[config.mk]
export PLATFORM = sky130hd
export DESIGN_NAME = mips_debug_ctrl
export DESIGN_NICKNAME = d
export VERILOG_FILES = /design/src/rtl/mips_dbg_pkg.sv /design/src/rtl/dbg_word_tx.sv /design/src/rtl/mips_debug_ctrl.sv
export SDC_FILE = /design/constraint.sdc
export NUM_CORES = 1
export LEC_CHECK = 0
export ABC_CLOCK_PERIOD_IN_PS = 10400
export BUFFER_PORTS_ARGS = -buffer_cell sky130_fd_sc_hd__buf_2
export CAP_MARGIN = 15
export CORE_MARGIN = 2
export CORE_UTILIZATION = 35
export DETAILED_ROUTE_END_ITERATION = 10
export GPL_ROUTABILITY_DRIVEN = 0
export PLACE_DENSITY_LB_ADDON = 0.12
export SKIP_CTS_REPAIR_TIMING = 1
export SLEW_MARGIN = 25
export SYNTH_ARGS = -nofsm -noshare
export SYNTH_HDL_FRONTEND = slang
export SYNTH_SLANG_ARGS = --single-unit
[constraint.sdc]
create_clock -name i_clk -period 10.4 [get_ports i_clk]
set_input_delay 1.04 -clock i_clk [delete_from_list [all_inputs] [get_ports i_clk]]
set_output_delay 1.04 -clock i_clk [all_outputs]
set_load 0.01 [all_outputs]
[src/rtl/mips_dbg_pkg.sv]
// Shared definitions for the MIPS debug controller: host command codes,
// the HALT instruction word, FSM state encoding and dump length.
// Optional feature macro: MIPS_DBG_CYCLE_COUNT_EN appends a 32-bit count of
// enabled core cycles to every register dump.
package mips_dbg_pkg;

  localparam logic [7:0]  CMD_LOAD  = 8'h4C;  // 'L'
  localparam logic [7:0]  CMD_RESET = 8'h52;  // 'R'
  localparam logic [7:0]  CMD_RUN   = 8'h43;  // 'C'
  localparam logic [7:0]  CMD_STEP  = 8'h53;  // 'S'
  localparam logic [7:0]  CMD_ACK   = 8'h4B;  // 'K'

  localparam logic [31:0] HALT_WORD = 32'hFFFF_FFFF;

  localparam int NUM_GPR = 32;

  // Words in one dump, PC included
`ifdef MIPS_DBG_CYCLE_COUNT_EN
  localparam int DUMP_WORDS = 34;
`else
  localparam int DUMP_WORDS = 33;
`endif
  localparam int DUMP_BYTES = 4 * DUMP_WORDS;

  typedef enum logic [3:0] {
    ST_IDLE       = 4'd0,
    ST_LOAD_BYTE  = 4'd1,
    ST_LOAD_WR    = 4'd2,
    ST_PRST       = 4'd3,
    ST_RUN        = 4'd4,
    ST_STEP       = 4'd5,
    ST_DUMP_PC    = 4'd6,
    ST_DUMP_RADDR = 4'd7,
    ST_DUMP_RWAIT = 4'd8,
    ST_DUMP_SEND  = 4'd9,
    ST_ACK        = 4'd10
  } dbg_state_e;

endpackage

[src/rtl/dbg_word_tx.sv]
// Word-to-byte serializer: takes a 32-bit word (or a single byte placed in
// the top byte) and presents it MSB first on a valid/ready byte channel.
// The byte on tx_data comes straight from a register, so it stays stable
// while tx_valid is high and the sink is not ready.
module dbg_word_tx (
  input  logic        clk,
  input  logic        rst,
  input  logic        load,
  input  logic [31:0] word,
  input  logic        single_byte,
  output logic [7:0]  tx_data,
  output logic        tx_valid,
  input  logic        tx_ready,
  output logic        busy,
  output logic        done
);

  logic [31:0] shreg_r;
  logic [1:0]  left_r;
  logic        busy_r;
  logic        fire_s;
  logic        last_s;

  assign fire_s   = busy_r & tx_ready;
  assign last_s   = (left_r == 2'd0);
  assign tx_data  = shreg_r[31:24];
  assign tx_valid = busy_r;
  assign busy     = busy_r;
  assign done     = fire_s & last_s;

  // Load a word, then shift out one byte per accepted handshake
  always_ff @(posedge clk or posedge rst) begin
    if (rst) begin
      shreg_r <= 32'h0;
      left_r  <= 2'd0;
      busy_r  <= 1'b0;
    end else if (load) begin
      shreg_r <= word;
      left_r  <= single_byte ? 2'd0 : 2'd3;
      busy_r  <= 1'b1;
    end else if (fire_s) begin
      shreg_r <= {shreg_r[23:0], 8'h00};
      left_r  <= left_r - 2'd1;
      busy_r  <= ~last_s;
    end
  end

endmodule

[src/rtl/mips_debug_ctrl.sv]
// Debug controller for the 5-stage MIPS core. Decodes host commands from
// the UART byte stream, loads instruction memory, pulses the core reset,
// runs or single-steps the pipeline and dumps PC + GPRs back to the host.
// Optional feature macro: MIPS_DBG_CYCLE_COUNT_EN (enabled-cycle counter
// appended to each dump).
module mips_debug_ctrl #(
  parameter int NB_ADDR    = 32,
  parameter int NB_DATA    = 32,
  parameter int NB_REG     = 5,
  parameter int IMEM_DEPTH = 256
) (
  input  logic               i_clk,
  input  logic               i_reset,
  input  logic [7:0]         i_rx_data,
  input  logic               i_rx_valid,
  output logic [7:0]         o_tx_data,
  output logic               o_tx_valid,
  input  logic               i_tx_ready,
  output logic               o_pipe_enable,
  output logic               o_pipe_reset,
  output logic               o_imem_write,
  output logic [NB_ADDR-1:0] o_imem_addr,
  output logic [NB_DATA-1:0] o_imem_data,
  output logic [NB_REG-1:0]  o_dbg_reg_addr,
  input  logic [NB_DATA-1:0] i_dbg_reg_data,
  input  logic [NB_ADDR-1:0] i_pc,
  input  logic               i_halt
);

  import mips_dbg_pkg::*;

  localparam int               PTR_W    = $clog2(IMEM_DEPTH + 1);
  localparam logic [PTR_W-1:0] PTR_LAST = PTR_W'(IMEM_DEPTH - 1);
  // word_idx_r counts words sent after the PC; LAST_IDX means all are queued
  localparam logic [5:0]       LAST_IDX = 6'(DUMP_WORDS - 1);
  localparam logic [5:0]       GPR_END  = 6'(NUM_GPR);

  dbg_state_e         state_r;
  dbg_state_e         state_nxt_s;

  logic [1:0]         byte_cnt_r;
  logic [23:0]        asm_r;
  logic [PTR_W-1:0]   ptr_r;
  logic [5:0]         word_idx_r;
  logic               imem_write_r;
  logic [NB_ADDR-1:0] imem_addr_r;
  logic [NB_DATA-1:0] imem_data_r;
  logic               pipe_reset_r;
  logic [NB_REG-1:0]  dbg_addr_r;

  logic               cmd_load_s;
  logic               cmd_reset_s;
  logic               accept_byte_s;
  logic               wr_issue_s;
  logic               tx_load_s;
  logic [31:0]        tx_word_s;
  logic               tx_single_s;
  logic               tx_busy_s;
  logic               tx_done_s;
  logic [31:0]        extra_word_s;

  assign o_pipe_enable  = ((state_r == ST_RUN) & ~i_halt) | (state_r == ST_STEP);
  assign o_pipe_reset   = pipe_reset_r;
  assign o_imem_write   = imem_write_r;
  assign o_imem_addr    = imem_addr_r;
  assign o_imem_data    = imem_data_r;
  assign o_dbg_reg_addr = dbg_addr_r;

`ifdef MIPS_DBG_CYCLE_COUNT_EN
  logic [31:0] cyc_cnt_r;

  // Count cycles the core was enabled since the last reset or 'R' command
  always_ff @(posedge i_clk or posedge i_reset) begin
    if (i_reset) begin
      cyc_cnt_r <= 32'h0;
    end else if (cmd_reset_s) begin
      cyc_cnt_r <= 32'h0;
    end else if (o_pipe_enable) begin
      cyc_cnt_r <= cyc_cnt_r + 32'd1;
    end
  end

  assign extra_word_s = cyc_cnt_r;
`else
  assign extra_word_s = 32'h0;
`endif

  // State register
  always_ff @(posedge i_clk or posedge i_reset) begin
    if (i_reset) begin
      state_r <= ST_IDLE;
    end else begin
      state_r <= state_nxt_s;
    end
  end

  // Next-state decode and per-cycle control strobes
  always_comb begin
    state_nxt_s   = state_r;
    cmd_load_s    = 1'b0;
    cmd_reset_s   = 1'b0;
    accept_byte_s = 1'b0;
    wr_issue_s    = 1'b0;
    tx_load_s     = 1'b0;
    tx_word_s     = 32'h0;
    tx_single_s   = 1'b0;
    case (state_r)
      ST_IDLE: begin
        if (i_rx_valid) begin
          case (i_rx_data)
            CMD_LOAD: begin
              cmd_load_s  = 1'b1;
              state_nxt_s = ST_LOAD_BYTE;
            end
            CMD_RESET: begin
              cmd_reset_s = 1'b1;
              state_nxt_s = ST_PRST;
            end
            CMD_RUN:  state_nxt_s = ST_RUN;
            CMD_STEP: state_nxt_s = ST_STEP;
            default:  state_nxt_s = ST_IDLE;
          endcase
        end else begin
          state_nxt_s = ST_IDLE;
        end
      end
      ST_LOAD_BYTE: begin
        if (i_rx_valid) begin
          accept_byte_s = 1'b1;
          if (byte_cnt_r == 2'd3) begin
            wr_issue_s  = 1'b1;
            state_nxt_s = ST_LOAD_WR;
          end else begin
            state_nxt_s = ST_LOAD_BYTE;
          end
        end else begin
          state_nxt_s = ST_LOAD_BYTE;
        end
      end
      ST_LOAD_WR: begin
        // The word just written is either HALT or the last imem slot
        if ((imem_data_r == NB_DATA'(HALT_WORD)) || (ptr_r == PTR_LAST)) begin
          tx_load_s   = 1'b1;
          tx_word_s   = {CMD_ACK, 24'h0};
          tx_single_s = 1'b1;
          state_nxt_s = ST_ACK;
        end else begin
          state_nxt_s = ST_LOAD_BYTE;
        end
      end
      ST_PRST: begin
        tx_load_s   = 1'b1;
        tx_word_s   = {CMD_ACK, 24'h0};
        tx_single_s = 1'b1;
        state_nxt_s = ST_ACK;
      end
      ST_RUN: begin
        if (i_halt) begin
          state_nxt_s = ST_DUMP_PC;
        end else begin
          state_nxt_s = ST_RUN;
        end
      end
      ST_STEP: begin
        state_nxt_s = ST_DUMP_PC;
      end
      ST_DUMP_PC: begin
        // Serializer is idle here: every path into a dump starts from IDLE
        tx_load_s   = 1'b1;
        tx_word_s   = 32'(i_pc);
        state_nxt_s = ST_DUMP_RADDR;
      end
      ST_DUMP_RADDR: begin
        state_nxt_s = ST_DUMP_RWAIT;
      end
      ST_DUMP_RWAIT: begin
        state_nxt_s = ST_DUMP_SEND;
      end
      ST_DUMP_SEND: begin
        if (word_idx_r == LAST_IDX) begin
          // Everything queued; leave once the final byte has gone
          if (!tx_busy_s) begin
            state_nxt_s = ST_IDLE;
          end else begin
            state_nxt_s = ST_DUMP_SEND;
          end
        end else if (!tx_busy_s) begin
          tx_load_s = 1'b1;
          if (word_idx_r < GPR_END) begin
            tx_word_s = 32'(i_dbg_reg_data);
          end else begin
            tx_word_s = extra_word_s;
          end
          if (word_idx_r < (GPR_END - 6'd1)) begin
            state_nxt_s = ST_DUMP_RADDR;
          end else begin
            state_nxt_s = ST_DUMP_SEND;
          end
        end else begin
          state_nxt_s = ST_DUMP_SEND;
        end
      end
      ST_ACK: begin
        if (tx_done_s) begin
          state_nxt_s = ST_IDLE;
        end else begin
          state_nxt_s = ST_ACK;
        end
      end
      default: begin
        state_nxt_s = ST_IDLE;
      end
    endcase
  end

  // Load path: byte assembly, imem write port and load pointer
  always_ff @(posedge i_clk or posedge i_reset) begin
    if (i_reset) begin
      byte_cnt_r   <= 2'd0;
      asm_r        <= 24'h0;
      ptr_r        <= {PTR_W{1'b0}};
      imem_write_r <= 1'b0;
      imem_addr_r  <= {NB_ADDR{1'b0}};
      imem_data_r  <= {NB_DATA{1'b0}};
    end else begin
      imem_write_r <= wr_issue_s;
      if (cmd_load_s) begin
        byte_cnt_r <= 2'd0;
        ptr_r      <= {PTR_W{1'b0}};
      end else if (accept_byte_s) begin
        byte_cnt_r <= byte_cnt_r + 2'd1;
        asm_r      <= {asm_r[15:0], i_rx_data};
      end else if (state_r == ST_LOAD_WR) begin
        ptr_r <= ptr_r + PTR_W'(1);
      end
      if (wr_issue_s) begin
        imem_addr_r <= NB_ADDR'({ptr_r, 2'b00});
        imem_data_r <= NB_DATA'({asm_r, i_rx_data});
      end
    end
  end

  // Dump sequencing, register-file read address and core reset pulse
  always_ff @(posedge i_clk or posedge i_reset) begin
    if (i_reset) begin
      word_idx_r   <= 6'd0;
      dbg_addr_r   <= {NB_REG{1'b0}};
      pipe_reset_r <= 1'b0;
    end else begin
      pipe_reset_r <= cmd_reset_s;
      if (state_r == ST_DUMP_PC) begin
        word_idx_r <= 6'd0;
      end else if ((state_r == ST_DUMP_SEND) && tx_load_s) begin
        word_idx_r <= word_idx_r + 6'd1;
      end
      if (state_r == ST_DUMP_RADDR) begin
        dbg_addr_r <= NB_REG'(word_idx_r);
      end else if (state_r == ST_IDLE) begin
        dbg_addr_r <= {NB_REG{1'b0}};
      end
    end
  end

  dbg_word_tx u_word_tx (
    .clk         (i_clk),
    .rst         (i_reset),
    .load        (tx_load_s),
    .word        (tx_word_s),
    .single_byte (tx_single_s),
    .tx_data     (o_tx_data),
    .tx_valid    (o_tx_valid),
    .tx_ready    (i_tx_ready),
    .busy        (tx_busy_s),
    .done        (tx_done_s)
  );

endmodule
==> run_results.csv, run 1 <==
group,metric,value,unit
status,status,"complete, no violations",
final_layout,num-nets-final,759,
global_routing,first_global_vias,4472,
floorplan,coreArea,0.0171,sq mm
routing,drt_iter0_markers,292,
clock_tree,clk_pin_slew_worst_paths,0.06,ns
routing,vias,4477,
sta,setup_ws,7.63,ns
yosys,synthCells,557,
sta,finalHoldViolations,0,
sta,worst_pin_slew,0.924,ns
final_layout,drive_above_1_share,32.7,%
global_routing,track_usage,16.3,%
yosys,ys_types,51,
worst_setup_path,crit_chain,"ha_1, nand3_1, nor2_1, ha_1, o211ai_1, nand2_1, or4_1",
final_layout,syn_to_final_growth,21.3,%
worst_setup_path,cp-start-kind,"flop",
clock_tree,numCtsBuffers,17,
final_layout,fillers,1703,
sta,skew,0.00548,ns
sta,rsz0062_at_grt,"no",
global_routing,grt.overflow.total,0,
routing,vias_per_cell,4.90,
sta,slew_headroom,38.2,%
final_layout,mostFrequentLayoutCells,"buf_2 (134), dfrtp_1 (128), nand2_1 (88)",
global_routing,grt_first_pass_wirelength,23100,um
global_routing,antenna_found_initial,0,
yosys,avgSynthCellArea,10.9,sq um
sta,timing.final.crit_share,26.6,%
worst_setup_path,crit_required,10.67,ns
clock_tree,insertion_delay,0.41,ns
worst_hold_path,hold_path_class,"reg -> reg",
worst_setup_path,crit_top_cell,"ha_1",
clock_tree,clockRootBuffer,"clkbuf_16",
sta,fmax,361,MHz
global_routing,grt_max_degree,80,
yosys,seq_area_frac_synth,52.8,%
final_layout,diodes,0,
place,dp_hpwl,10000,um
yosys,yosysTopAreaCell,"dfrtp_1",
sta,tns,0,ns
flow_run,maxCapViolCount,0,
worst_setup_path,cp_slowest_cell,"or4_1",
place,io_buffer_count,134,
yosys,synth_area_leaders,"dfrtp_1 (53%), mux2_2 (8.0%), mux2i_1 (6.3%), nand2_1 (5.6%), buf_4 (4.0%)",
place,dpl_worst_slack,7.49,ns
floorplan,num_rows,48,
clock_tree,cts_tree,"yes",
power,leakagePower,0.00364,uW
worst_setup_path,worstSetupPathType,"reg -> reg",
worst_setup_path,crit_buf_inv,0,
routing,dr.pass1.iters,5,
floorplan,die_w,136,um
worst_setup_path,critPathCaptureType,"flop",
worst_setup_path,critical_path.max_stage_delay,0.62,ns
routing,route.detailed.drc,0,
worst_setup_path,cp.arrival,3.04,ns
yosys,synth_edf_count,0,
final_layout,final_common_cell,"buf_2",
worst_setup_path,crit_fanout,12,
clock_tree,cts_max_path_buffers,2,
yosys,synth-warning-count,0,
floorplan,die_y,136,um
yosys,yosysTopAreaCellShare,52.8,%
sta,fin_crit,2.77,ns
yosys,ys.flop_type,"dfrtp_1",
sta,maxSlewViolCount,0,
sta,setup_viol,0,
power,ir_drop,0.126,mV
floorplan,ios,158,
yosys,synth-seq-cells,128,
clock_tree,h-tree-depth,4,
worst_setup_path,crit_family,"simple AND/OR/NAND/NOR gates",
routing,final_antenna_net_count,0,
yosys,synthesis.area,0.00607,sq mm
routing,routedWlPerCell,15.8,um
floorplan,die_area,0.0184,sq mm
clock_tree,clkSinkCount,128,
floorplan,start_util,35.5,%
power,power_density,272,mW/mm^2
worst_setup_path,r2r_slack,7.63,ns
routing,wl,14500,um
yosys,synthArstFlopShare,100,%
routing by layer:
layer / wire length (um) / GRT usage [%] / vias to the layer above / share of wire, %
li1: - / - / 2159 / -
met1: 6810 / 22.3 / 2209 / 47
met2: 6900 / 25.4 / 98 / 48
met3: 596 / 3.55 / 11 / 4.1
met4: 179 / 5.73 / 0 / 1.2
met5: 0 / 0 / - / 0
metrics by stage:
step                      total power (uW)  cells  util (%)  cell area (sq um)  hold WS (ns)
after floorplan                       1270    579         -               6150         0.433
after global placement                1430    881      39.6               6780         0.445
after detailed placement              1460    882      39.7               6800         0.455
after CTS                             2030    914      43.0               7360         0.465
after global routing                  2140    914      43.0               7370         0.488
final                                 2000    914      43.0               7370         0.455
path summary, 6_finish.rpt:
| path | startpoint | endpoint | depth (start not counted) |
|---|---|---|---|
| max in group asynchronous | i_reset | o_imem_addr[3] | 3 |
| worst max register to register | ptr_r[0] | state_r[1] | 7 |
| worst min register to register | asm_r[21] | o_imem_data[29] | 2 |
| min in group asynchronous | i_reset | o_imem_data[23] | 2 |
| worst max-delay path | ptr_r[0] | state_r[1] | 7 |
| worst min-delay path | asm_r[21] | o_imem_data[29] | 2 |
synthesized netlist by cell type, drive strengths merged (2+ instances only):
| cell | number |
|---|---|
| a21oi | 11 |
| a222oi | 4 |
| a22oi | 28 |
| and2 | 2 |
| buf | 42 |
| clkbuf | 18 |
| dfrtp | 128 |
| ha | 6 |
| inv | 7 |
| mux2 | 43 |
| mux2i | 38 |
| nand2 | 90 |
| nand2b | 2 |
| nand3 | 22 |
| nand3b | 2 |
| nand4 | 16 |
| nor2 | 29 |
| nor2b | 3 |
| nor3 | 5 |
| nor3b | 3 |
| nor4 | 2 |
| nor4b | 2 |
| nor4bb | 2 |
| o21ai | 19 |
| o22ai | 5 |
| or3 | 4 |
| xnor2 | 4 |
| xor2 | 7 |
flip-flops by register name, indices dropped and copies added (netlist names), 4 cells and up:
signal,flops
asm_r,24
o_dbg_reg_addr,5
o_imem_addr,9
o_imem_data,32
ptr_r,9
state_r,4
u_word_tx.shreg_r,32
word_idx_r,6
cell families (layout without fill, tap and decap cells):
group,count (synthesis),in the layout,share of synthesized area [%]
xor gates and xnor gates,11,11,1.59
and+or+nand+nor,188,188,15.3
AOI/OAI and AO/OA,74,74,8.30
buffers and inverters,68,178,6.55
other,1,23,0.0618
adders and majority gates,6,6,1.24
DFF,128,128,52.8
muxes,81,81,14.2
cell type report:
type	count	area [sq um]	area share [%]
flip-flops and latches	128	3200	43.5
multi-input cells	383	2580	35.0
repair buffers	138	712	9.67
well taps	225	282	3.82
inverters	8	32.5	0.442
clock inverters	10	86.3	1.17
clock buffers	22	474	6.44
tightest hold or removal path, cell delays in order (launching register included):
cell	delay (ns)
dfrtp_1	0.33
nand2_1	0.05
nand2_1	0.05
power breakdown:
part | internal (uW) | switching [uW]
logic | 285 | 302
registers | 695 | 161
clock network | 345 | 213
Note: power is estimated with default switching activity, not from simulation.
==> run 2: changes to the inputs <==
--- a/config.mk
+++ b/config.mk
@@ -5,7 +5,8 @@
 export SDC_FILE = /design/constraint.sdc
 export NUM_CORES = 1
 export LEC_CHECK = 0
-export ABC_CLOCK_PERIOD_IN_PS = 10400
+export ABC_AREA = 1
+export ABC_CLOCK_PERIOD_IN_PS = 2200
 export BUFFER_PORTS_ARGS = -buffer_cell sky130_fd_sc_hd__buf_2
 export CAP_MARGIN = 15
 export CORE_MARGIN = 2
==> constraint.sdc (replaced) <==
create_clock -name i_clk -period 2.2 [get_ports i_clk]
set_input_delay 0.22 -clock i_clk [delete_from_list [all_inputs] [get_ports i_clk]]
set_output_delay 0.22 -clock i_clk [all_outputs]
set_load 0.01 [all_outputs]
==> run 2 against run 1 <==
Utilization rose by 0.65 points. Routed wire length rose by 12%. Worst hold slack got worse by 0.42 ns. Clock skew rose by 0.0015 ns. Combinational power rose to 4.7 times the previous value. Flip-flop and latch count did not move. Global-route usage rose by 0.73 points. Sequential power rose to 4.4 times the previous value. Cell area rose by 6.5%. Final cell count rose by 29%. Critical endpoint is now o_pipe_enable.
==> run_results.csv, run 2 <==
group,metric,value,unit
global_routing,grt.overflow.total,0,
yosys,synth_most_common_cell,"nand2_1",
final_layout,syn_to_final_growth,22.3,%
worst_hold_path,hold_path_class,"in -> reg",
yosys,synthesis.area,0.00642,sq mm
yosys,avgSynthCellArea,7.89,sq um
global_routing,track_usage,17.0,%
floorplan,die_area,0.0194,sq mm
floorplan,die_y,139,um
clock_tree,clockRootBuffer,"clkbuf_16",
sta,rsz0062_at_grt,"no",
yosys,synth_adder_area_share,1.17,%
routing,route.detailed.drc,0,
routing,drt_iter0_markers,349,
yosys,yosysTopAreaCell,"dfrtp_1",
sta,hold_ws,0.0324,ns
worst_setup_path,crit_chain,"nor2_1, nand2_1, o21ai_0, buf_2",
sta,fin_crit,2.00,ns
yosys,synth_xor_area_share,0.546,%
final_layout,final_cells,1178,
routing,vias_per_cell,4.63,
worst_setup_path,cp_slowest_cell,"dfrtp_1",
power,leakagePower,0.00417,uW
global_routing,first_global_vias,5084,
yosys,synthCells,813,
yosys,yosysTopAreaCellShare,49.9,%
yosys,synthArstFlopShare,100,%
yosys,synthMuxAreaShare,0,%
sta,tns,0,ns
yosys,seq_area_frac_synth,49.9,%
clock_tree,clk_pin_slew_worst_paths,0.06,ns
floorplan,num_rows,49,
yosys,synth-seq-cells,128,
yosys,ys_types,31,
clock_tree,cts_tree,"yes",
final_layout,drive_above_1_share,21.6,%
worst_setup_path,cp.arrival,1.78,ns
floorplan,coreArea,0.0180,sq mm
yosys,synth_top_family_by_area,"simple AND/OR/NAND/NOR gates",
sta,timing.final.crit_share,90.8,%
worst_setup_path,crit_fanout,6,
yosys,ys.flop_type,"dfrtp_1",
flow_run,maxCapViolCount,0,
yosys,synth-warning-count,0,
sta,skew,0.00694,ns
sta,maxSlewViolCount,0,
worst_setup_path,cp-start-kind,"flop",
yosys,synth_edf_count,0,
clock_tree,cts_max_path_buffers,2,
routing,vias,5451,
power,p_total,9280,uW
routing,final_antenna_net_count,0,
worst_setup_path,critical_path.max_stage_delay,0.42,ns
sta,finalHoldViolations,0,
global_routing,antenna_found_initial,0,
yosys,synth-simple-area-share,30.7,%
place,dp_hpwl,11500,um
worst_setup_path,critPathCaptureType,"output port",
place,io_buffer_count,134,
worst_setup_path,crit_buf_inv,1,
global_routing,grt_max_degree,86,
status,status,"complete, no violations",
worst_setup_path,worstSetupPathType,"reg -> out",
yosys,synth_compound_area_share,5.95,%
floorplan,ios,158,
final_layout,num-nets-final,1022,
yosys,synthTopCellsByCount,"nand2_1 (274), dfrtp_1 (128), inv_1 (87)",
clock_tree,insertion_delay,0.42,ns
global_routing,grt_first_pass_wirelength,26400,um
yosys,synth_area_leaders,"dfrtp_1 (50%), nand2_1 (16%), inv_1 (5.1%), nand4_1 (4.9%), buf_4 (4.2%)",
routing,wl,16200,um
final_layout,postLayoutCellArea,0.00785,sq mm
final_layout,final_common_cell,"nand2_1",
floorplan,die_w,139,um
worst_setup_path,crit_required,1.98,ns
final_layout,mostFrequentLayoutCells,"nand2_1 (273), buf_2 (134), dfrtp_1 (128)",
place,placed_cell_area,0.00723,sq mm
worst_setup_path,crit_family,"simple AND/OR/NAND/NOR gates",
place,place_inst,1147,
final_layout,diodes,0,
clock_tree,clkSinkCount,128,
routing,dr.pass1.iters,4,
floorplan,start_util,35.7,%
clock_tree,h-tree-depth,4,
worst_setup_path,r2r_slack,0.26,ns
routing,routedWlPerCell,13.7,um
power,power_density,1180,mW/mm^2
power,ir_drop,0.669,mV
sta,setup_viol,0,
clock_tree,numCtsBuffers,17,
sta,fmax,501,MHz
## run 2: cell types whose count changed after synthesis, sizes merged, moves of 9 or more
cell	change
nand2	+191
inv	+88
o21ai	+49
mux2	-43
mux2i	-38
nand4	+34
nand3	+31
a22oi	-27
nor2	+10
a21oi	-9
## run 2: area by class of cell
cell class	instances	area, sq um
Sequential cell	128	3200
Tap cell	229	287
Inverter	96	369
Multi-Input combinational cell	548	2560
Clock inverter	5	80.1
Clock buffer	24	492
Timing Repair Buffer	148	858
Fill cell	1837	10100
## run 2: worst paths after layout
| path | from | end | cells after the start |
|---|---|---|---|
| worst max register to register | ptr_r[1] | u_word_tx.shreg_r[5] | 12 |
| max in group asynchronous | i_reset | word_idx_r[4] | 4 |
| min in group asynchronous | i_reset | u_word_tx.shreg_r[30] | 3 |
| worst max-delay path | state_r[3] | o_pipe_enable | 4 |
| worst min-delay path | i_rx_data[7] | asm_r[7] | 3 |
| worst min register to register | asm_r[20] | o_imem_data[28] | 2 |
## run 2: routing by layer
metal	GRT usage (%)	routed length (um)	vias up
li1	-	-	2799
met1	24.8	8110	2518
met2	25.2	7190	121
met3	3.54	670	13
met4	5.58	209	0
met5	0	0	-
## run 2: cells by family (layout without fill, tap and decap cells)
group / count (synthesis) / in the layout
simple gates: 441 / 441
xor+xnor: 4 / 4
other cells: 1 / 23
fa+ha+maj: 6 / 6
compound gates: 74 / 74
buf+inv: 159 / 273
flops: 128 / 128
## run 2: metrics by stage
step | util (%) | setup WS, ns
2_1_floorplan | - | 0.380
3_3_place_gp | 40.2 | 0.263
3_5_place_dp | 40.2 | 0.194
4_1_cts | 43.4 | 0.166
5_1_grt | 43.7 | 0.00663
6_report | 43.7 | 0.202
## run 2: tightest hold or removal path, stage by stage
cell	delay [ns]
buf_2	0.09
nand2_1	0.04
o21ai_0	0.06
## run 2: report_power, final
group	switching [uW]	total, uW	internal (uW)	leakage (uW)
Combinational	1700	2740	1040	0.00222
Sequential	579	3800	3220	0.00167
Clock	975	2740	1770	0.000274
Total	3250	9280	6030	0.00417
